## src/rtl/user_cmd_pkg.sv

```systemverilog
// Shared constants and state encoding for the host-side command issuer.
package user_cmd_pkg;

    localparam logic [7:0] CMD_HDR     = 8'h21;
    localparam logic [7:0] CMD_RD      = 8'h52;
    localparam logic [7:0] CMD_WR      = 8'h57;
    localparam logic [7:0] CMD_VERSION = 8'h56;
    localparam logic [7:0] RSP_INVALID = 8'h3F;

    localparam logic [1:0] ERR_NONE    = 2'd0;
    localparam logic [1:0] ERR_ECHO    = 2'd1;
    localparam logic [1:0] ERR_WACK    = 2'd2;
    localparam logic [1:0] ERR_TIMEOUT = 2'd3;

    typedef enum logic [3:0] {
        ST_IDLE,
        ST_HDR,
        ST_CMD,
        ST_ECHO,
        ST_LEN2,
        ST_LEN1,
        ST_LEN0,
        ST_ADDR3,
        ST_ADDR2,
        ST_ADDR1,
        ST_ADDR0,
        ST_WDATA,
        ST_WACK,
        ST_RDATA,
        ST_FIN
    } state_t;

endpackage

```

## src/rtl/user_cmd_tx_pacer.sv

```systemverilog
// Single-byte UART tx slot: one strobe per free slot, plus write-payload gap timer.
module user_cmd_tx_pacer #(
    parameter int unsigned WR_GAP_CYCLES = 16
) (
    input  logic       clk,
    input  logic       reset_n,
    input  logic       send,
    input  logic       payload,
    input  logic [7:0] data,
    input  logic       uart_txd_ready,
    output logic [7:0] uart_txd,
    output logic       uart_txd_strobe,
    output logic       free,
    output logic       gap_ok_c
);

    localparam int unsigned GW = $clog2(WR_GAP_CYCLES) + 1;
    localparam logic [GW-1:0] GAP_MAX = GW'(WR_GAP_CYCLES - 1);

    logic [GW-1:0] gap_cnt;

    // A byte may go out only when the UART is ready and no strobe was issued last cycle.
    assign free     = uart_txd_ready && !uart_txd_strobe;
    assign gap_ok_c = (gap_cnt >= GAP_MAX);

    // Strobe/data register and saturating gap counter restarted by every payload byte.
    always_ff @(posedge clk or negedge reset_n) begin
        if (!reset_n) begin
            uart_txd_strobe <= 1'b0;
            uart_txd        <= 8'h00;
            gap_cnt         <= '0;
        end else begin
            uart_txd_strobe <= send && free;
            if (send && free) begin
                uart_txd <= data;
            end
            if (send && free && payload) begin
                gap_cnt <= '0;
            end else if (gap_cnt < GAP_MAX) begin
                gap_cnt <= gap_cnt + GW'(1);
            end
        end
    end

endmodule

```

## src/rtl/user_command_issuer.sv

```systemverilog
// Host-side initiator for the '!'-framed serial command protocol.
// Optional rx-wait timeout enabled by defining USER_CMD_TIMEOUT_EN.
module user_command_issuer
    import user_cmd_pkg::*;
#(
    parameter int unsigned VERSION_LEN    = 8,
    parameter int unsigned WR_GAP_CYCLES  = 16,
    parameter int unsigned TIMEOUT_CYCLES = 1_000_000
) (
    input  logic        clk,
    input  logic        reset_n,
    input  logic        req_valid,
    output logic        req_ready,
    input  logic [7:0]  req_cmd,
    input  logic [23:0] req_len,
    input  logic [31:0] req_addr,
    input  logic [7:0]  wr_data,
    input  logic        wr_valid,
    output logic        wr_ready,
    output logic [7:0]  rd_data,
    output logic        rd_valid,
    output logic        done,
    output logic [1:0]  error,
    output logic [7:0]  uart_txd,
    output logic        uart_txd_strobe,
    input  logic        uart_txd_ready,
    input  logic [7:0]  uart_rxd,
    input  logic        uart_rxd_strobe
);

    state_t      state;
    logic [7:0]  cmd;
    logic [23:0] len;
    logic [31:0] addr;
    logic [23:0] remaining;

    logic        send_c;
    logic        payload_c;
    logic [7:0]  tx_byte_c;
    logic        free;
    logic        gap_ok_c;
    logic        timeout_hit_c;

    user_cmd_tx_pacer #(
        .WR_GAP_CYCLES(WR_GAP_CYCLES)
    ) u_pacer (
        .clk            (clk),
        .reset_n        (reset_n),
        .send           (send_c),
        .payload        (payload_c),
        .data           (tx_byte_c),
        .uart_txd_ready (uart_txd_ready),
        .uart_txd       (uart_txd),
        .uart_txd_strobe(uart_txd_strobe),
        .free           (free),
        .gap_ok_c       (gap_ok_c)
    );

`ifdef USER_CMD_TIMEOUT_EN
    localparam int unsigned TO_W = (TIMEOUT_CYCLES > 2) ? $clog2(TIMEOUT_CYCLES) : 1;

    logic [TO_W-1:0] to_cnt;
    logic            waiting_c;

    assign waiting_c     = (state == ST_ECHO) || (state == ST_RDATA) || (state == ST_WACK);
    assign timeout_hit_c = waiting_c && !uart_rxd_strobe && (to_cnt == TO_W'(TIMEOUT_CYCLES - 1));

    // Counts clocks since the last rx byte while a response is outstanding.
    always_ff @(posedge clk or negedge reset_n) begin
        if (!reset_n) begin
            to_cnt <= '0;
        end else if (!waiting_c || uart_rxd_strobe) begin
            to_cnt <= '0;
        end else if (!timeout_hit_c) begin
            to_cnt <= to_cnt + TO_W'(1);
        end
    end
`else
    assign timeout_hit_c = 1'b0;
`endif

    // Selects the byte offered to the tx slot; the header goes out straight from IDLE when possible.
    always_comb begin
        send_c    = 1'b0;
        payload_c = 1'b0;
        tx_byte_c = 8'h00;
        case (state)
            ST_IDLE:  begin send_c = req_valid && req_ready && free; tx_byte_c = CMD_HDR; end
            ST_HDR:   begin send_c = free; tx_byte_c = CMD_HDR;      end
            ST_CMD:   begin send_c = free; tx_byte_c = cmd;          end
            ST_LEN2:  begin send_c = free; tx_byte_c = len[23:16];   end
            ST_LEN1:  begin send_c = free; tx_byte_c = len[15:8];    end
            ST_LEN0:  begin send_c = free; tx_byte_c = len[7:0];     end
            ST_ADDR3: begin send_c = free; tx_byte_c = addr[31:24];  end
            ST_ADDR2: begin send_c = free; tx_byte_c = addr[23:16];  end
            ST_ADDR1: begin send_c = free; tx_byte_c = addr[15:8];   end
            ST_ADDR0: begin send_c = free; tx_byte_c = addr[7:0];    end
            ST_WDATA: begin
                send_c    = (remaining != 24'd0) && wr_valid && free && gap_ok_c;
                payload_c = 1'b1;
                tx_byte_c = wr_data;
            end
            default: ;
        endcase
    end

    // Transaction sequencer with registered handshake, read-data and status outputs.
    always_ff @(posedge clk or negedge reset_n) begin
        if (!reset_n) begin
            state     <= ST_IDLE;
            cmd       <= 8'h00;
            len       <= 24'd0;
            addr      <= 32'd0;
            remaining <= 24'd0;
            req_ready <= 1'b1;
            rd_data   <= 8'h00;
            rd_valid  <= 1'b0;
            wr_ready  <= 1'b0;
            done      <= 1'b0;
            error     <= ERR_NONE;
        end else begin
            rd_valid <= 1'b0;
            wr_ready <= 1'b0;
            done     <= 1'b0;
            case (state)
                ST_IDLE: begin
                    if (req_valid && req_ready) begin
                        cmd       <= req_cmd;
                        len       <= req_len;
                        addr      <= req_addr;
                        error     <= ERR_NONE;
                        req_ready <= 1'b0;
                        state     <= send_c ? ST_CMD : ST_HDR;
                    end
                end
                ST_HDR:   if (send_c) state <= ST_CMD;
                ST_CMD:   if (send_c) state <= ST_ECHO;
                ST_ECHO: begin
                    if (uart_rxd_strobe) begin
                        if (uart_rxd != cmd) begin
                            error <= ERR_ECHO;
                            done  <= 1'b1;
                            state <= ST_FIN;
                        end else if (cmd == CMD_VERSION) begin
                            remaining <= 24'(VERSION_LEN);
                            state     <= ST_RDATA;
                        end else begin
                            state <= ST_LEN2;
                        end
                    end else if (timeout_hit_c) begin
                        error <= ERR_TIMEOUT;
                        done  <= 1'b1;
                        state <= ST_FIN;
                    end
                end
                ST_LEN2:  if (send_c) state <= ST_LEN1;
                ST_LEN1:  if (send_c) state <= ST_LEN0;
                ST_LEN0:  if (send_c) state <= ST_ADDR3;
                ST_ADDR3: if (send_c) state <= ST_ADDR2;
                ST_ADDR2: if (send_c) state <= ST_ADDR1;
                ST_ADDR1: if (send_c) state <= ST_ADDR0;
                ST_ADDR0: begin
                    if (send_c) begin
                        remaining <= len;
                        if (cmd == CMD_WR) begin
                            state <= ST_WDATA;
                        end else if (len == 24'd0) begin
                            done  <= 1'b1;
                            state <= ST_FIN;
                        end else begin
                            state <= ST_RDATA;
                        end
                    end
                end
                ST_WDATA: begin
                    if (remaining == 24'd0) begin
                        state <= ST_WACK;
                    end else if (send_c) begin
                        wr_ready  <= 1'b1;
                        remaining <= remaining - 24'd1;
                    end
                end
                ST_WACK: begin
                    if (uart_rxd_strobe) begin
                        if (uart_rxd != CMD_WR) begin
                            error <= ERR_WACK;
                        end
                        done  <= 1'b1;
                        state <= ST_FIN;
                    end else if (timeout_hit_c) begin
                        error <= ERR_TIMEOUT;
                        done  <= 1'b1;
                        state <= ST_FIN;
                    end
                end
                ST_RDATA: begin
                    if (remaining == 24'd0) begin
                        done  <= 1'b1;
                        state <= ST_FIN;
                    end else if (uart_rxd_strobe) begin
                        rd_data   <= uart_rxd;
                        rd_valid  <= 1'b1;
                        remaining <= remaining - 24'd1;
                        if (remaining == 24'd1) begin
                            done  <= 1'b1;
                            state <= ST_FIN;
                        end
                    end else if (timeout_hit_c) begin
                        error <= ERR_TIMEOUT;
                        done  <= 1'b1;
                        state <= ST_FIN;
                    end
                end
                ST_FIN: begin
                    req_ready <= 1'b1;
                    state     <= ST_IDLE;
                end
                default: begin
                    req_ready <= 1'b1;
                    state     <= ST_IDLE;
                end
            endcase
        end
    end

endmodule

```

## config.mk

```make
export PLATFORM = sky130hd
export DESIGN_NAME = user_command_issuer
export DESIGN_NICKNAME = d
export VERILOG_FILES = /design/src/rtl/user_cmd_pkg.sv /design/src/rtl/user_cmd_tx_pacer.sv /design/src/rtl/user_command_issuer.sv
export SDC_FILE = /design/constraint.sdc
export NUM_CORES = 1
export LEC_CHECK = 0
export ABC_AREA = 0
export CORE_UTILIZATION = 50
export CTS_CLUSTER_DIAMETER = 60
export CTS_CLUSTER_SIZE = 25
export DETAILED_ROUTE_END_ITERATION = 10
export PLACE_DENSITY = 0.87
export SLEW_MARGIN = 10
export SYNTH_ARGS = -nofsm -noshare
export SYNTH_HDL_FRONTEND = slang
export SYNTH_SLANG_ARGS = --single-unit
export TNS_END_PERCENT = 30
```

## constraint.sdc

```tcl
create_clock -name clk -period 7.91 [get_ports clk]
set_input_delay 1.582 -clock clk [delete_from_list [all_inputs] [get_ports clk]]
set_output_delay 1.582 -clock clk [all_outputs]
set_load 0.05 [all_outputs]
```

# [After elaboration in Yosys (flattened, before gate mapping)]
# Index checks and enable logic that the tools add are counted.
[word_totals] regBits=120 wordCells=145
[classes] add_sub_neg=2 n_reduce_logical=25 eq_ne=41 n_bitwise=2 order_cmp=2 n_mux=59
[op_table] op="two-way mux 24 bit" count=8
[op_table] op="one-hot mux 24 bit (4 select lines)" count=1
[op_table] op="one-hot mux 8 bit (10 select lines)" count=1
[op_table] op="two-way mux 4 bit" count=18
[op_table] op="one-hot mux 4 bit (14 select lines)" count=1
[op_table] op="logical NOT 24 bit" count=2
[op_table] op="inequality test 2 bit (second input constant)" count=21
[op_table] op="== test 24 x 1 -> 1 bit (second input constant)" count=1
[op_table] op="== test 4 bit (second input constant)" count=6
[op_table] op="nonzero test 24 bit" count=1
[op_table] op="subtractor 24 x 1 -> 24 bit (second input constant)" count=1
[op_table] op="== test 4 x 3 -> 1 bit (second input constant)" count=4
[op_table] op="== test 8 x 7 -> 1 bit (second input constant)" count=2
[op_table] op="two-way mux 1 bit" count=16
[op_table] op="AND reduction 15 bit" count=1
[op_table] op="two-way mux 2 bit" count=7
[op_table] op="OR reduction 13 bit" count=1
[op_table] op="two-way mux 5 bit" count=2
[op_table] op="AND reduction 9 bit" count=1
[op_table] op="OR reduction 9 bit" count=1
[op_table] op="== test 4 x 2 -> 1 bit (second input constant)" count=2
[op_table] op="logical AND 1 bit" count=8
[op_table] op="inequality test 8 x 7 -> 1 bit (second input constant)" count=1
[op_table] op="inequality test 8 bit" count=1
[op_table] op="20 further kinds" count=23

# [Depth between registers and ports, before layout]
[depth] word_depth=8 depth_mapped=12 mapped_depth_nobuf=10

# [Hierarchy]
# From an unflattened synthesis, not the netlist that was laid out.
[hier_totals] hier_cells=629 hier_area_um2=6862.8
[modules_own_cells] module="user_command_issuer" n_inst=1 area_per_inst_um2=6239.7 seq_area_each_um2=2653.8 cells_each=582
[modules_own_cells] module="user_cmd_tx_pacer" n_inst=1 area_per_inst_um2=623.1 seq_area_each_um2=350.3 cells_each=47

# [Least setup slack after synthesis]
# Ideal clock, no wire load.
[synth_path] kind="input port to flip-flop" startpoint="input port wr_valid" endpoint="register remaining[15]" setup_ps=125 t_required_ps=7785 arrival_ps=3136 path_stages=9 setup_slack_ps=4649 path_cell_list="nand3b_1 -> a2111o_1 -> a31o_1 -> o2111a_1 -> buf_6 -> or2_1 -> buf_6 -> buf_6 -> mux2_4"
[synth_via] elab_chain_len=6 elab_cells_between_ends=7
[synth_rtl] element="start, declared" line_no="user_command_issuer.sv:18" text="input logic wr_valid,"
[synth_rtl] element="logical AND 1 bit * (3 in a row)" line_no="user_command_issuer.sv:99" text="send_c = (remaining != 24'd0) && wr_valid && free && gap_ok_c;"
[synth_rtl] element="one-hot mux 1 bit (3 select lines) *" line_no="user_command_issuer.sv:87" text="case (state)"
[synth_rtl] element="inequality test 2 bit (no line)"
[synth_rtl] element="AND reduction 9 bit (no line) *"
[synth_rtl] element="end signal, assigned" line_no="user_command_issuer.sv:145" text="remaining <= 24'(VERSION_LEN);"
[synth_rtl] element="end signal, assigned" line_no="user_command_issuer.sv:164" text="remaining <= len;"
[synth_rtl] element="end signal, assigned" line_no="user_command_issuer.sv:180" text="remaining <= remaining - 24'd1;"
[synth_rtl] element="end, declared" line_no="user_command_issuer.sv:35" text="logic [23:0] remaining;"
# Every way passes the cells marked *; elsewhere a longest branch is shown, timed or not.
# A chain may end at the register's enable or synchronous reset.

# [Worst setup path after layout]
[layout_path] startpoint="input port uart_rxd[6]" endpoint="register remaining[6]"
[layout_via] elab_chain_len=3
[layout_rtl] element="start, declared" line_no="user_command_issuer.sv:27" text="input logic [7:0] uart_rxd,"
[layout_rtl] element="inequality test 8 bit" line_no="user_command_issuer.sv:140" text="if (uart_rxd != cmd) begin"
[layout_rtl] element="inequality test 2 bit (no line)"
[layout_rtl] element="AND reduction 9 bit (no line)"
# No other way between the ends.

==> results summary <==
The flow ran to the end, and the final reports show no timing, DRC or antenna violations. In the final layout, the share of cells above drive strength 1 is 0.2020. The maximum clock skew at final layout is 0.007809 ns. The maximum clock insertion buffer count came out at 2.

The width of the die came out at 115.4 um. The final worst-path cycle share came out at 0.5177. The worst-case IR drop observed on VDD is around 170 uV. The transition time of the tightest slew-check pin is 1.147 ns. The number of ports placed on the die boundary came out at 109.

The number of enable-type register cells in the synthesized netlist is 0. The tightest min-delay check is of the reg -> reg type. The number of nets in the final layout is 781.

Detailed placement ended at an HPWL of 12820 um. CTS placed an instance of clkbuf_16 at the clock tree root. The CTS sink count came out at 120. The mean area per synthesized cell came out at between 10 and 15 sq um.

The total routing resource utilization after global routing is 0.2970. The final count of hold timing violations is 0. Setup slack on the worst reg-to-reg path comes out at 4.01 ns. The final setup slack of the worst path is 3.815 ns.

Leaving out fill and tap cells, the most frequent cells in the layout are 119 x dfrtp_1, 107 x clkdlybuf4s50_1, 88 x mux2_2, 45 x nor2_1, 34 x o21ai_0. The post-route non-filler standard cell count is 875. The number of cell rows is 41. The share of the Yosys chip area taken by registers is 0.4673. In this run the tool buffered the top-level ports with 108 buffer cells. The final standard cell utilization of the core came out at 0.6509. The share of total power dissipated in combinational logic is 0.060. The nature of the critical path startpoint is an input port. The initial antenna violation count was 0. The global placer's final weighted congestion is 0.9109.

The register bit count reported by yosys is 120. The share of power burned in the clock network is 0.522. The TritonCTS clock tree is built. The worst pin sits at a relative slew slack of 0.2281. The pin count of the biggest net entering global routing came out at 65. Leaving out fill and tap cells, the most frequent cell in the layout is dfrtp_1. The clock latency on the worst-skew pair came out at 0.43 ns.

The count of different cell masters after synthesis is 64. The switching fraction of total power came out at 0.2338. The max-slew violation count came out at 0. The slowest cell on the critical path is or2_1. The detailed-route DRC error count came out at 0. On the final layout, the worst hold slack is just over 0.5 ns. The power per unit of standard cell area is 183.4 nW/um^2. Setup total negative slack on the finished layout was measured at 0 ns.

The path with the worst hold slack has its endpoint at addr[3]$_DFFE_PN0P_. The global-route wire length before repair came out at 29440 um. The max-cap check violation count came out at 0. Counting instances, the worst hold path has a depth of 1. Data on the critical path arrives at its endpoint at between 4 and 5 ns. Dividing the detail-routed wire length by the instance count gives 21.03 um. The routed design has 18410 um of wire.

The final route contains 5538 vias. The cell area after synthesis is 6429 sq um. The residual antenna-violating net count after detailed routing came out at 0.

The critical path's largest stage delay is 0.87 ns. In this run the most critical hold path is launched from addr[3]$_DFFE_PN0P_. The first routing iteration left 571 violations. The worst slack after detailed placement came out at 3.425 ns.

The die covers roughly 13000 sq um. The origin of the worst setup path is uart_rxd[6]. The number of global-route vias before repair was 5535.

Summed over all layers, the global routing overflow is 0. The post-cts hold buffer count is 0. The net count after synthesis is 687. The share of flip-flops with an asynchronous set or reset after synthesis is 1.000.

The number of iterations in the first detailed-routing pass is 6. The final critical path time including I/O delays and setup is a little over 4 ns. The worst register-to-register path ends at remaining[6]$_DFFE_PN0P_.

Setup repair after global routing left no endpoint under its margin. In this run, placement finished with an instance count of 843. The effective utilization at floorplan came out at 0.5115. Measured along the y axis, the die boundary spans about 120 um. The sequential group share of total power is 0.418. After detailed routing, the number of vias per cell comes to between 6 and 7. Overall power consumption after layout is estimated at 1.501 mW. After floorplanning, the core was sized to cover 12570 sq um. The worst setup path is captured at a flip-flop. The post-cts repair resize count is 0.

The cell count after synthesis came out at 596. The most used flip-flop cell after synthesis is dfrtp_1. The start of the worst register-to-register path is remaining[5]$_DFFE_PN0P_. The clock-pin slew on the worst setup and hold paths came out at about 0.060 ns. The cell depth of the worst flop-to-flop path came out at 6.

0 antenna diodes ended up in the layout. The number of filler instances in the final layout came out at 919. The post-CTS setup repair buffer count is 0. The maximum achievable frequency came out at 244.2 MHz. The maximum fanout encountered on the critical timing path is 24.

The final setup violation count is 0. CTS built an H-tree with a depth of 4. By startpoint and endpoint, the worst setup path is classified as in -> reg. The design internal power came out at roughly 1.1 mW. The number of synthesis warnings came out at 0. The switching power is 350.9 uW. Traced cell by cell, the critical path runs through clkdlybuf4s50_1 -> xnor2_1 -> nand4_1 -> nor3_1 -> o221ai_2 -> or2_1 -> mux2_2. The area growth from synthesis to layout is 27.25%. The number of buffers added by the clock tree synthesis step is 17.

The static leakage power is 3.592 nW. The required time reported for the critical path endpoint is 8.21 ns. With fillers left out, the area of the finished cells amounts to between 8000 and 9000 sq um. The cell area reported after detailed placement is 7581 sq um.
==> how the worst max path moves through the flow <==
stage / end / slack, ns / depth (start not counted)
6_report: remaining[6]$_DFFE_PN0P_ / 3.82 / 7
5_1_grt: remaining[3]$_DFFE_PN0P_ / 3.68 / 7
4_1_cts: remaining[6]$_DFFE_PN0P_ / 3.88 / 7
3_5_place_dp: remaining[6]$_DFFE_PN0P_ / 3.42 / 7
3_3_place_gp: remaining[17]$_DFFE_PN0P_ / 3.51 / 7
2_1_floorplan: remaining[15]$_DFFE_PN0P_ / 4.65 / 9
==> Yosys cell counts, types with 4 or more instances <==
| library cell | instances | area share |
|---|---|---|
| nand3_1 | 11 | 0.0086 |
| a22o_1 | 4 | 0.0054 |
| nor3b_1 | 4 | 0.0047 |
| o211ai_1 | 4 | 0.0047 |
| xnor2_1 | 10 | 0.014 |
| buf_2 | 4 | 0.0031 |
| a21oi_1 | 30 | 0.023 |
| nor2_1 | 47 | 0.027 |
| mux2_2 | 88 | 0.15 |
| nor3_1 | 11 | 0.0086 |
| o31ai_1 | 14 | 0.016 |
| a22oi_1 | 19 | 0.022 |
| a31oi_1 | 4 | 0.0039 |
| o221ai_1 | 5 | 0.0068 |
| dfrtp_1 | 119 | 0.46 |
| and2_1 | 4 | 0.0039 |
| nor2b_1 | 7 | 0.0068 |
| xor2_1 | 4 | 0.0054 |
| o21ai_0 | 34 | 0.026 |
| inv_1 | 13 | 0.0076 |
| o31a_1 | 4 | 0.0054 |
| nand2_1 | 29 | 0.017 |
| nand4_1 | 10 | 0.0097 |
| buf_6 | 5 | 0.0088 |
| a32oi_1 | 7 | 0.0095 |
| ha_1 | 5 | 0.0097 |
| mux2i_1 | 5 | 0.0078 |
| mux4_2 | 4 | 0.014 |
| nor4_1 | 9 | 0.0088 |
| clkbuf_1 | 27 | 0.016 |
==> flip-flops by register name (all words and copies together), names as in the netlist <==
signal / cells
rd_valid: 1
state: 4
done: 1
wr_ready: 1
rd_data: 8
u_pacer.uart_txd_strobe: 1
u_pacer.uart_txd: 8
error: 2
addr: 32
cmd: 8
u_pacer.gap_cnt: 5
req_ready: 1
remaining: 24
len: 24
==> power groups by stage <==
stage / sequential [mW] / combinational, mW / clock (mW)
after global placement: 0.637 / 0.0865 / 0
final: 0.628 / 0.0898 / 0.783
after CTS: 0.628 / 0.0906 / 0.791
after global routing: 0.628 / 0.0973 / 0.820
after floorplan: 0.645 / 0.0154 / 0
after detailed placement: 0.639 / 0.0900 / 0
==> critical path, delay by kind of cell <==
kind	cells	cell delay (ns)
AO/OA/AOI/OAI	1	0.64
XOR/XNOR	1	0.16
buffers and inverters	1	0.48
multiplexers	1	0.43
AND/OR/NAND/NOR	3	1.10
==> layer usage <==
metal / wire (um) / vias to the layer above / track usage
met1: 7648 / 2759 / 0.3769
li1: - / 2429 / -
met3: 1384 / 67 / 0.07855
met5: 0 / - / 0
met2: 8578 / 283 / 0.4635
met4: 793 / 0 / 0.1628
==> cell type report <==
class                           instances  area (sq um)  area share
Clock buffer                           18         439.2     0.05369
Clock inverter                         14         160.2     0.01958
Inverter                               13         48.80    0.005965
Multi-Input combinational cell        425          3197      0.3908
Sequential cell                       120          3004      0.3672
Tap cell                              172         215.2     0.02631
Timing Repair Buffer                  113          1116      0.1364
==> kinds of logic (layout without fill, tap and decap cells) <==
family,Yosys count,after routing,synth area share
buffers and inverters,51,158,0.03698
AO/OA/AOI/OAI,150,150,0.1584
adder cells (fa/ha/maj),5,5,0.009731
AND/OR/NAND/NOR,156,156,0.1255
flip-flops,120,120,0.4673
multiplexers,100,100,0.1830
XOR/XNOR,14,14,0.01907
Power figures use the tool's default switching activity.
==> edit: new RTL, same flow settings <==
`WR_GAP_CYCLES` is set to 16 in 2 places; all go to 32.
--- a/src/rtl/user_cmd_tx_pacer.sv
+++ b/src/rtl/user_cmd_tx_pacer.sv
@@ -2,3 +2,3 @@
 module user_cmd_tx_pacer #(
-    parameter int unsigned WR_GAP_CYCLES = 16
+    parameter int unsigned WR_GAP_CYCLES = 32
 ) (
--- a/src/rtl/user_command_issuer.sv
+++ b/src/rtl/user_command_issuer.sv
@@ -6,3 +6,3 @@
     parameter int unsigned VERSION_LEN    = 8,
-    parameter int unsigned WR_GAP_CYCLES  = 16,
+    parameter int unsigned WR_GAP_CYCLES  = 32,
     parameter int unsigned TIMEOUT_CYCLES = 1_000_000
Behaviour: same outputs for any inputs over 4 cycles, from zero or initial values and one cycle with reset_n low; that may be too few to reach the edited logic, so the function may still have changed.
==> edit against the original RTL <==
Worst setup slack improved by 0.48 ns. Via count rose by 2.5%. Routed wire length fell by 3.2%. Area after synthesis rose by 0.19%. Total power rose by 4.2%. Sequential cell count rose by 1. Cell area rose by 0.43%. Global-route usage fell by 1.2 points. Critical endpoint is now remaining[9]$_DFFE_PN0P_. Largest cell class unchanged. Largest power group unchanged.
==> edit: results (changes against the original RTL) <==
Status
  • Outcome: complete, no violations

Global routing
  • Grt met2 use: 0.448 (-0.0152)
  • Antenna violations before repair: 0 (unchanged)
  • GR Util All Layers: 0.285 (-0.0119)
  • Met3 Use GR: 0.0727 (-0.00585)
  • First-pass GRT wire length: 28.7 mm (-2.5%)
  • Vias in the first global route: 5,619 (+1.5%)
  • Largest net degree at the start of global routing: 76 (+17%)
  • M1 GR Usage: 0.365 (-0.0118)
  • Total gr overflow: 0 (unchanged)

Worst hold path
  • Hold Crit Class: flop to flop

Routing
  • Wire length on met3: 1.65 mm (+19%)
  • Iter 0 DRT Violations: 690 (+21%)
  • Routed wire length: 17.8 mm (-3.2%)
  • Met2 WL: 8.46 mm (-1.4%)
  • Vias per inst: 6.34 (+0.20%)
  • Uppermost layer routed: met4
  • TritonRoute pass-1 iters: 7 (+1)
  • M1 WL: 7.06 mm (-7.7%)

Synthesis
  • Register area share after synthesis: 0.470 (+0.00298)
  • Syn nets: 708 (+3.1%)
  • Post-synth EDFFs: 0 (unchanged)
  • Unique masters post-synth: 67 (+4.7%)
  • Area contributors post-synth: dfrtp_1, mux2_2, o21ai_0, a21oi_1, nor2_1
  • Asr flop ratio synth: 1.00 (unchanged)
  • YS warnings: 0 (unchanged)
  • Post-synth top cells: dfrtp_1, mux2_2, nor2_1

Final layout
  • Nets@finish: 801 (+2.6%)
  • Share of layout cells above drive strength 1: 0.185 (-0.0167)
  • Largest regs: addr x32, len x24, remaining x24
  • N_diodes: 0 (unchanged)

CTS
  • Root Driver: clkbuf_16
  • CTS HTree Levels: 4 (unchanged)
  • Skew-Pair Late Insertion Delay: between 0.4 and 0.5 ns
  • Register clock-pin slew on the reported worst setup and hold paths: about 0.050 ns
  • Post-CTS Setup Bufs: 0 (unchanged)
  • Post-CTS sizing: 0 (unchanged)
  • TritonCTS Buffers: 17 (unchanged)
  • Longest Clk Path Bufs: 2 (unchanged)

Power
  • P_int: 1.23 mW (+6.9%)
  • VDD IR max: 135 uV (-19%)
  • Clock share of power: 0.510 (-0.012)
  • Switching share of total power: 0.214 (-0.0196)
  • Leakage power: 3.49 nW (-2.7%)
  • P_seq: 0.654 mW (+4.1%)

STA
  • Rel. slew slack: 0.288 (+0.0601)
  • Setup Skew: 0.0135 ns (+0.00570 ns)

Setup path
  • WP data arrival: 3.89 ns (-0.51 ns)
  • CP max stage delay: 0.57 ns (-0.30 ns)
  • Max FO, Critical Path: 48 (+100%)
  • CP max-delay cell: o21ai_0
  • Worst path top cell family by delay: compound AO/OA/AOI/OAI gates

Placed design
  • Number of port buffers: 108 (unchanged)
  • Hpwl dp: 12.3 mm (-4.2%)
  • Final GP Congestion: 0.912 (+0.13%)
-- edit: cell type report --
class | count | area, um2
flip-flops and latches | 121 | 3030
inverters | 15 | 56.3
multi-input cells | 442 | 3190
well taps | 172 | 215
fillers | 909 | 4350
clock buffers | 22 | 454
repair buffers | 114 | 1120
clock inverters | 9 | 148
-- edit: path summary, 6_finish.rpt --
| path | start | to | slack (ns) | cells after the start |
|---|---|---|---|---|
| setup / recovery | uart_rxd[4] | remaining[9]$_DFFE_PN0P_ | 4.30 | 8 |
| min in group asynchronous | reset_n | u_pacer.gap_cnt[0]$_DFFE_PN0P_ | 1.17 | 1 |
| hold / removal | remaining[22]$_DFFE_PN0P_ | remaining[22]$_DFFE_PN0P_ | 0.50 | 2 |
| max in group asynchronous | reset_n | len[8]$_DFFE_PN0P_ | 5.36 | 2 |
| setup reg to reg | state[3]$_DFFE_PN0P_ | remaining[3]$_DFFE_PN0P_ | 4.46 | 7 |
| hold reg to reg | remaining[22]$_DFFE_PN0P_ | remaining[22]$_DFFE_PN0P_ | 0.50 | 2 |
-- edit: kinds of logic (layout without fill, tap and decap cells) --
logic type / count (synthesis) / after routing / share of synthesized area
xor+xnor: 14 / 14 / 0.0190
buf+inv: 55 / 160 / 0.0365
mux: 92 / 92 / 0.159
flops: 121 / 121 / 0.470
compound gates: 165 / 165 / 0.170
simple gates: 167 / 167 / 0.137
fa+ha+maj: 4 / 4 / 0.00777
-- edit: per-stage QoR --
step,area [um2],worst slack [ns],utilization,std cells
2_1_floorplan,6440,4.74,-,618
3_3_place_gp,7610,4.11,0.605,864
3_5_place_dp,7610,4.01,0.605,864
4_1_cts,8210,4.41,0.653,895
5_1_grt,8220,4.12,0.654,895
6_report,8220,4.30,0.654,895
